$ cat src/rtl/dmc_dma_responder.sv
// DPCM sample-fetch responder: halts the core through RDY, waits for a read cycle, aligns to a get cycle, reads one byte.
// Latency 3-4 cycles from acceptance plus one per core write seen while halting; DMC_REQ is a held level released only by DMC_ACK.
`timescale 1ns/1ps
module dmc_dma_responder (
  input  logic        PHI0,
  input  logic        n_RES,
  input  logic        ACLK,
  input  logic        RnW,
  input  logic        LOCK,
  input  logic        DMC_REQ,
  input  logic [15:0] DMC_Addr,
  input  logic [7:0]  DB_IN,
  output logic        RDY,
  output logic        n_DMCAB,
  output logic [15:0] ADDR,
  output logic [7:0]  RD_DATA,
  output logic        DMC_ACK
);

  typedef enum logic [2:0] {IDLE, HALT, DUMMY, ALIGN, FETCH} state_t;

  state_t state;
  state_t state_nxt;
  logic   accept;

  always_comb begin
    state_nxt = state;
    accept    = 1'b0;
    case (state)
      IDLE: begin
        // Blocking on DMC_ACK keeps a request still high in the ACK cycle from retriggering.
        if (DMC_REQ && !LOCK && !DMC_ACK) begin
          accept    = 1'b1;
          state_nxt = HALT;
        end
      end
      HALT:    if (RnW) state_nxt = DUMMY;
      DUMMY:   state_nxt = ACLK ? ALIGN : FETCH;
      ALIGN:   state_nxt = FETCH;
      FETCH:   state_nxt = IDLE;
      default: state_nxt = IDLE;
    endcase
  end

  // Outputs come from their own flops, loaded from the next state so they line up with it.
  always_ff @(posedge PHI0 or negedge n_RES) begin
    if (!n_RES) begin
      state   <= IDLE;
      RDY     <= 1'b1;
      n_DMCAB <= 1'b1;
      DMC_ACK <= 1'b0;
      RD_DATA <= 8'h00;
      ADDR    <= 16'h0000;
    end else begin
      state   <= state_nxt;
      RDY     <= (state_nxt == IDLE);
      n_DMCAB <= (state_nxt != FETCH);
      DMC_ACK <= (state == FETCH);
      if (accept) ADDR <= DMC_Addr;
      if (state == FETCH) RD_DATA <= DB_IN;
    end
  end

endmodule

$ cat config.mk
export PLATFORM = sky130hd
export DESIGN_NAME = dmc_dma_responder
export DESIGN_NICKNAME = d
export VERILOG_FILES = /design/src/rtl/dmc_dma_responder.sv
export SDC_FILE = /design/constraint.sdc
export NUM_CORES = 1
export LEC_CHECK = 0
export CORE_MARGIN = 2
export CORE_UTILIZATION = 42
export DETAILED_ROUTE_END_ITERATION = 8
export GPL_TIMING_DRIVEN = 0
export PLACE_DENSITY = 0.82
export RECOVER_POWER = 100
export SLEW_MARGIN = 20
export SYNTH_ARGS = -nofsm -noshare
export SYNTH_HDL_FRONTEND = slang
export SYNTH_SLANG_ARGS = --single-unit
export TNS_END_PERCENT = 5
$ cat constraint.sdc
create_clock -name PHI0 -period 2.2 [get_ports PHI0]
set_input_delay 0.44 -clock PHI0 [delete_from_list [all_inputs] [get_ports PHI0]]
set_output_delay 0.44 -clock PHI0 [all_outputs]
set_load 0.05 [all_outputs]
Word level (Yosys, flattened, before mapping) --
Cells that the tools add are included.
Word-level totals: register bits 30, bits of input ports 30, output and inout bits 27, logic and storage cells 23
Operators by class: equality and inequality tests 5, muxes and demuxes 6, reductions and logical operators 6
Operators with widths (number):
- one-hot mux 3 bit (4 select lines) | 1
- 2-to-1 mux 3 bit | 3
- equality test 3 x 2 -> 1 bit (second input constant) | 2
- logical NOT 3 bit | 2
- equality test 3 x 1 -> 1 bit (second input constant) | 1
- equality test 3 bit (second input constant) | 1
- inequality test 3 bit (second input constant) | 1
- logical AND 1 bit | 2
- logical NOT 1 bit | 2
- 2-to-1 mux 1 bit | 2

Longest topological paths before layout --
Gate-level depths: netlist (run 1).
depth in word-level cells 6, depth in mapped cells 4, depth with buffers taken out 3

Worst setup path before layout (run 1) --
No wires, ideal clock.
path type flip-flop to flip-flop, start point register DMC_ACK, end point register ADDR[0], library setup time 125 ps, arrival time 1462 ps, required time 2075 ps, path slack 613 ps, cell stages (with the launch flop) 5, buffers on the path 1, clock period less this slack 1587 ps, cells stage by stage dfrtp_1 nor4b_4 nand2_4 buf_6 mux2_4
On the way: longest elaborated chain between the ends 4
RTL lines:
- start: declaration | RTL line 17 | output logic DMC_ACK
- start signal: assignment | RTL line 58 | DMC_ACK <= (state == FETCH);
- logical NOT 1 bit | RTL line 32 | if (DMC_REQ && !LOCK && !DMC_ACK) begin
- logical AND 1 bit | RTL line 32
- 2-to-1 mux 1 bit | RTL line 32
- 2-to-1 mux 1 bit | RTL line 29 | case (state)
- end signal: assignment | RTL line 59 | if (accept) ADDR <= DMC_Addr;
- end: declaration | RTL line 15 | output logic [15:0] ADDR,
No other way between the ends. A chain may end at the register's enable or synchronous reset.

Worst setup path after layout (run 1) --
start point register RDY, end point output port RDY
RTL lines:
- start: declaration | RTL line 13 | output logic RDY,
- start signal: assignment | RTL line 56 | RDY <= (state_nxt == IDLE);
No word-level cell between the ends.

==> results of run 1 <==
[flip-flops by register name (all words and copies together), names as in the netlist]
| signal | flops |
|---|---|
| ADDR | 16 |
| RD_DATA | 8 |
| state | 3 |
| DMC_ACK | 1 |
| RDY | 1 |
| n_DMCAB | 1 |
[where the power goes]
part,internal [uW],total (uW),switching [uW],leakage (uW)
combinational,588,1730,1140,0.000373
clock,155,334,179,0.0000353
sequential,824,960,135,0.000360
total,1570,3020,1450,0.000769
[final cells by class]
cell class | instances | area, sq um
Buffer | 2 | 8.76
Timing Repair Buffer | 56 | 554
Clock inverter | 1 | 5.00
Sequential cell | 30 | 753
Multi-Input combinational cell | 37 | 362
Fill cell | 233 | 930
Clock buffer | 7 | 55.1
Inverter | 1 | 3.75
Tap cell | 31 | 38.8
[metal layers]
metal | track usage [%] | up-vias | part of all wire, %
li1 | - | 373 | -
met3 | 9.52 | 5 | 11
met5 | 0 | - | 0
met2 | 31.5 | 45 | 50
met1 | 21.3 | 388 | 37
met4 | 7.97 | 0 | 2.2
[cell usage in the layout, fill, tap and decap left out, types with 2 or more instances in the layout]
cell type and count:
clkdlybuf4s50_1 28, nand3b_1 3, dfstp_2 2, dlygate4sd3_1 27
clkbuf_4 5, dfrtp_1 28, clkbuf_1 3, mux2_1 8
mux2_2 16
[logic make-up after synthesis]
kind of cell / count (synthesis)
AOI/OAI and AO/OA: 4
buffers and inverters: 3
DFF: 30
muxes: 24
and+or+nand+nor: 9
[through the flow]
stage	utilization (%)	total power (uW)	cells
5_1_grt	65.7	3190	165
3_5_place_dp	65.5	2900	157
4_1_cts	67.7	3250	165
3_3_place_gp	65.7	2850	157
6_report	65.7	3020	165
2_1_floorplan	-	2250	70
[final timing paths]
kind,from,to,slack [ns],cells past startpoint
hold reg to reg,ADDR[15],ADDR[15],0.50,1
setup / recovery,RDY,RDY,0.11,1
hold / removal,n_RES,RD_DATA[7],0.50,1
min in group PHI0,ADDR[15],ADDR[15],0.50,1
max in group asynchronous,n_RES,ADDR[6],0.78,1
setup reg to reg,state[2],ADDR[10],0.30,4
==> results.yml, run 1 <==
clocking:
  postCtsResizedCells: 0
  cts_root_buf: "clkbuf_4"
  h-tree-depth: 2
  cts.clk_slew.worst_paths_ns: 0.09
  clockBufferDepth: 2
  cts_buffers: 5
  clk_latency_ns: 0.32
  cts.sinks: 30
  postCtsSetupBuffers: 0
  hold_buffers: 0
  cts_tree: "built"
yosys:
  synth_top_area_cell: "dfrtp_1"
  synth_ff_type: "dfrtp_1"
  async_reset_ff_share_pct: 100
  synthSimpleGateAreaFrac_pct: 6.79
  synth_adder_area_share_pct: 0
  ys.warnings.count: 0
  yosysMostFrequentCell: "dfrtp_1"
  syn_nets: 100
  synth_compound_area_share_pct: 2.23
  synth_common_cells: "dfrtp_1, mux2_2, mux2_4"
  synthDistinctLibCells: 18
  syn_inst: 70
  synth_mux_area_share_pct: 25.5
  synth_seq_cells: 30
  synth_xor_area_share_pct: 0
  synth_top_area_share_pct: 59.4
  synth_edf_count: 0
  synth_top_family_by_area: "multiplexers"
  synth-seq-area-share_pct: 63.8
  syn_area_per_cell_sq_um: 16.9
  syn_area_sq_mm: 0.00118
  yosys-top-cells-area: "dfrtp_1, mux2_2, mux2_4"
placement:
  place.port_buffers: 56
  place_worst_setup_slack_ns: 0.222
  dp_hpwl_microns: 1910
  gp_congestion: 0.699
  placed_area_sq_mm: 0.00177
critical_path:
  max_stage_delay_ns: 0.79
  cp.required_ns: 1.76
  cp-start-kind: "flip-flop"
  crit_type: "reg -> out"
  worst_setup_path_end_kind: "primary output"
  cp.arrival_ns: 1.65
  cpLargestDelayFamily: "buffers and inverters"
  cp_slowest_cell: "clkdlybuf4s50_1"
  path_max_fanout: 1
  cp_cell_sequence: "clkdlybuf4s50_1"
  critPathBufInv: 1
floorplan:
  die_h_microns: 57
  die_area_sq_mm: 0.00325
  initial_core_util_pct: 43.5
  core_sq_mm: 0.00271
  rows: 19
  pin_count: 57
  die_w_microns: 57
sta:
  setup_viol: 0
  rsz0062_at_grt: "no"
  fin_setup_tns_ns: 0
  setup_ws_ns: 0.111
  drv_slew: 31
  finalCriticalPeriod_ns: 2.09
  finalHoldViolCount: 0
  skew_ns: 0.00588
  fmax_mhz: 479
  holdWs_ns: 0.500
  final.period_utilization_pct: 94.9
  worst_pin_slew_ns: 1.59
  slew_headroom_pct: -5.80
min_path:
  hold_class: "in -> async"
routing:
  drc: 0
  drt_wl_total_microns: 2530
  drt_iter0_drc: 6
  vias: 811
  via_per_inst: 4.92
  detail-route-antenna-nets: 0
  wl_per_cell_microns: 15.3
  first_pass_iters: 3
layout:
  diodes: 0
  drive_gt1_share_pct: 20.1
  fin_area_sq_mm: 0.00178
  nNetsFinal: 163
  syn2layout_area_growth_pct: 50.9
job:
  maxCapViolCount: 1
global_route:
  antenna_found_initial: 0
  gr-total-overflow: 0
  grt_pass1_wl_microns: 4500
  grt_pass1_vias: 929
  grt_max_degree: 31
  grt_usage_pct: 19.2
status:
  status: "finished, violations left"
  violations: "capacitance limit, slew limit"
power_and_ir_drop:
  vdd_drop_max_v: 0.00128
  p_leak_uw: 0.000769
  p_per_area_mw_per_mm2: 1700
No activity file was read; power rests on OpenSTA's default activity.
==> inputs of run 2 (changes only) <==
- CORE_ASPECT_RATIO: default -> 1.2
- CORE_MARGIN: 2 -> default
- CORE_UTILIZATION: 42 -> 39
- PLACE_DENSITY: 0.82 -> 0.77
- clock period: 2.2 -> 2.3 ns (I/O delays scaled with it)
==> run 2 against run 1 <==
The run still ends with capacitance limit, slew limit left. Power shrank 6.3%. First-iteration DRC count up 33%. Critical path depth unchanged. Final cell count rose by 1.8%. Non-clock buffer count is the same. Critical path type unchanged. Worst hold slack worse by 0.0053 ns. Global-route usage shrank 2.3 points. Register-to-register slack barely moved. Combinational power is 5% lower. Flip-flop and latch count stayed put. Largest power group unchanged.
==> results.yml, run 2 (same netlist as run 1, synthesis figures left out) <==
critical_path:
  worst_setup_path_end_kind: "primary output"
  reg2reg_depth: 4
  max_stage_delay_ns: 0.86
  cp_num_cells: 1
  r2r_end: "ADDR[9]"
  timing.rr.start: "state[2]"
  critPathLaunch: "RDY"
  critPathBufInv: 1
  r2r_setup_slack_ns: 0.31
  cp_slowest_cell: "dlygate4sd3_1"
  endpoint: "RDY"
  path_max_fanout: 1
  cp.arrival_ns: 1.69
  cp_cell_sequence: "dlygate4sd3_1"
  cp.required_ns: 1.84
  crit_type: "reg -> out"
  cp-start-kind: "flip-flop"
  cpLargestDelayFamily: "buffers and inverters"
sta:
  holdWs_ns: 0.494
  slew_headroom_pct: -3.21
  skew_ns: 0.00768
  final.period_utilization_pct: 93.4
  worst_pin_slew_ns: 1.55
  finalCriticalPeriod_ns: 2.15
  rsz0062_at_grt: "no"
  setup_viol: 0
  drv_slew: 31
  finalHoldViolCount: 0
  fmax_mhz: 465
  fin_setup_tns_ns: 0
layout:
  fin_cells: 168
  syn2layout_area_growth_pct: 50.2
  drive_gt1_share_pct: 17.9
  nNetsFinal: 163
  diodes: 0
  reg_top3: "ADDR (16), RD_DATA (8), state (3)"
  largest_register_ffs: 16
  mostFrequentLayoutCells: "dfrtp_1, dlygate4sd3_1, clkdlybuf4s50_1"
  regMostFlops: "ADDR"
power_and_ir_drop:
  total_power_uw: 2830
  p_per_area_mw_per_mm2: 1600
  p_leak_uw: 0.000755
  vdd_drop_max_v: 0.000875
clocking:
  cts.clk_slew.worst_paths_ns: 0.09
  cts.sinks: 30
  postCtsResizedCells: 0
  hold_buffers: 0
  h-tree-depth: 2
  clockBufferDepth: 2
  cts_root_buf: "clkbuf_4"
  cts_buffers: 5
  clk_latency_ns: 0.32
  cts_tree: "built"
  postCtsSetupBuffers: 0
placement:
  dp_hpwl_microns: 1750
  gp_congestion: 0.735
  dp_cells: 160
  place.port_buffers: 56
status:
  violations: "capacitance limit, slew limit"
  status: "finished, violations left"
routing:
  drc: 0
  first_pass_iters: 3
  via_per_inst: 4.79
  drt_wl_total_microns: 2320
  drt_iter0_drc: 8
  vias: 804
  detail-route-antenna-nets: 0
  wl_per_cell_microns: 13.8
floorplan:
  die_area_sq_mm: 0.00325
  pin_count: 57
  rows: 21
  initial_core_util_pct: 41.6
  core_sq_mm: 0.00284
  die_h_microns: 62.3
  die_w_microns: 52.2
global_route:
  grt_pass1_wl_microns: 3870
  grt_usage_pct: 16.9
  gr-total-overflow: 0
  grt_pass1_vias: 795
  antenna_found_initial: 0
  grt_max_degree: 31
job:
  maxCapViolCount: 1
min_path:
  hold_class: "reg -> reg"
-- run 2: changes by cell type in the layout (fill, tap and decap cells not counted) --
cell / before / now
clkbuf_1: 3 / 6
dlygate4sd3_1: 27 / 28
clkbuf_8: 1 / 0
clkinv_2: 1 / 0
clkdlybuf4s50_1: 28 / 27
clkbuf_2: 1 / 0
and2_0: 1 / 0
and2_1: 0 / 1
-- run 2: how the worst min path moves through the flow --
stage | from | depth (start not counted) | slack, ns | endpoint
after floorplan | n_RES | 0 | 0.16 | ADDR[0]
after global placement | state[1] | 1 | 0.49 | n_DMCAB
after detailed placement | ADDR[4] | 1 | 0.49 | ADDR[4]
after CTS | n_RES | 1 | 0.17 | ADDR[0]
after global routing | ADDR[15] | 1 | 0.51 | ADDR[15]
final | ADDR[15] | 1 | 0.49 | ADDR[15]
-- run 2: power by group --
group          internal (uW)  switching (uW)
combinational            558            1090
clock                    122             159
sequential               788             121
-- run 2: final cells by class --
| type | instances | area, sq um |
|---|---|---|
| buffer | 2 | 7.51 |
| clock buffer | 8 | 48.8 |
| fill | 241 | 1070 |
| inverter | 1 | 3.75 |
| multi-input combinational | 37 | 362 |
| sequential | 30 | 753 |
| tap | 34 | 42.5 |
| timing repair buffer | 56 | 554 |
-- run 2: per-layer routing --
metal | vias up | GRT usage [%] | part of all wire (%)
li1 | 372 | - | -
met1 | 393 | 19.2 | 39
met2 | 34 | 26.8 | 51
met3 | 5 | 7.35 | 7.3
met4 | 0 | 7.89 | 2.5
met5 | - | 0 | 0
-- run 2: per-stage QoR --
stage / instance area (sq um) / utilization, % / worst slack [ns]
floorplan: 1180 / - / 0.713
global placement: 1780 / 62.8 / 0.291
detailed placement: 1780 / 62.7 / 0.286
CTS: 1830 / 64.4 / 0.196
global route: 1770 / 62.4 / 0.0990
finish: 1770 / 62.4 / 0.152
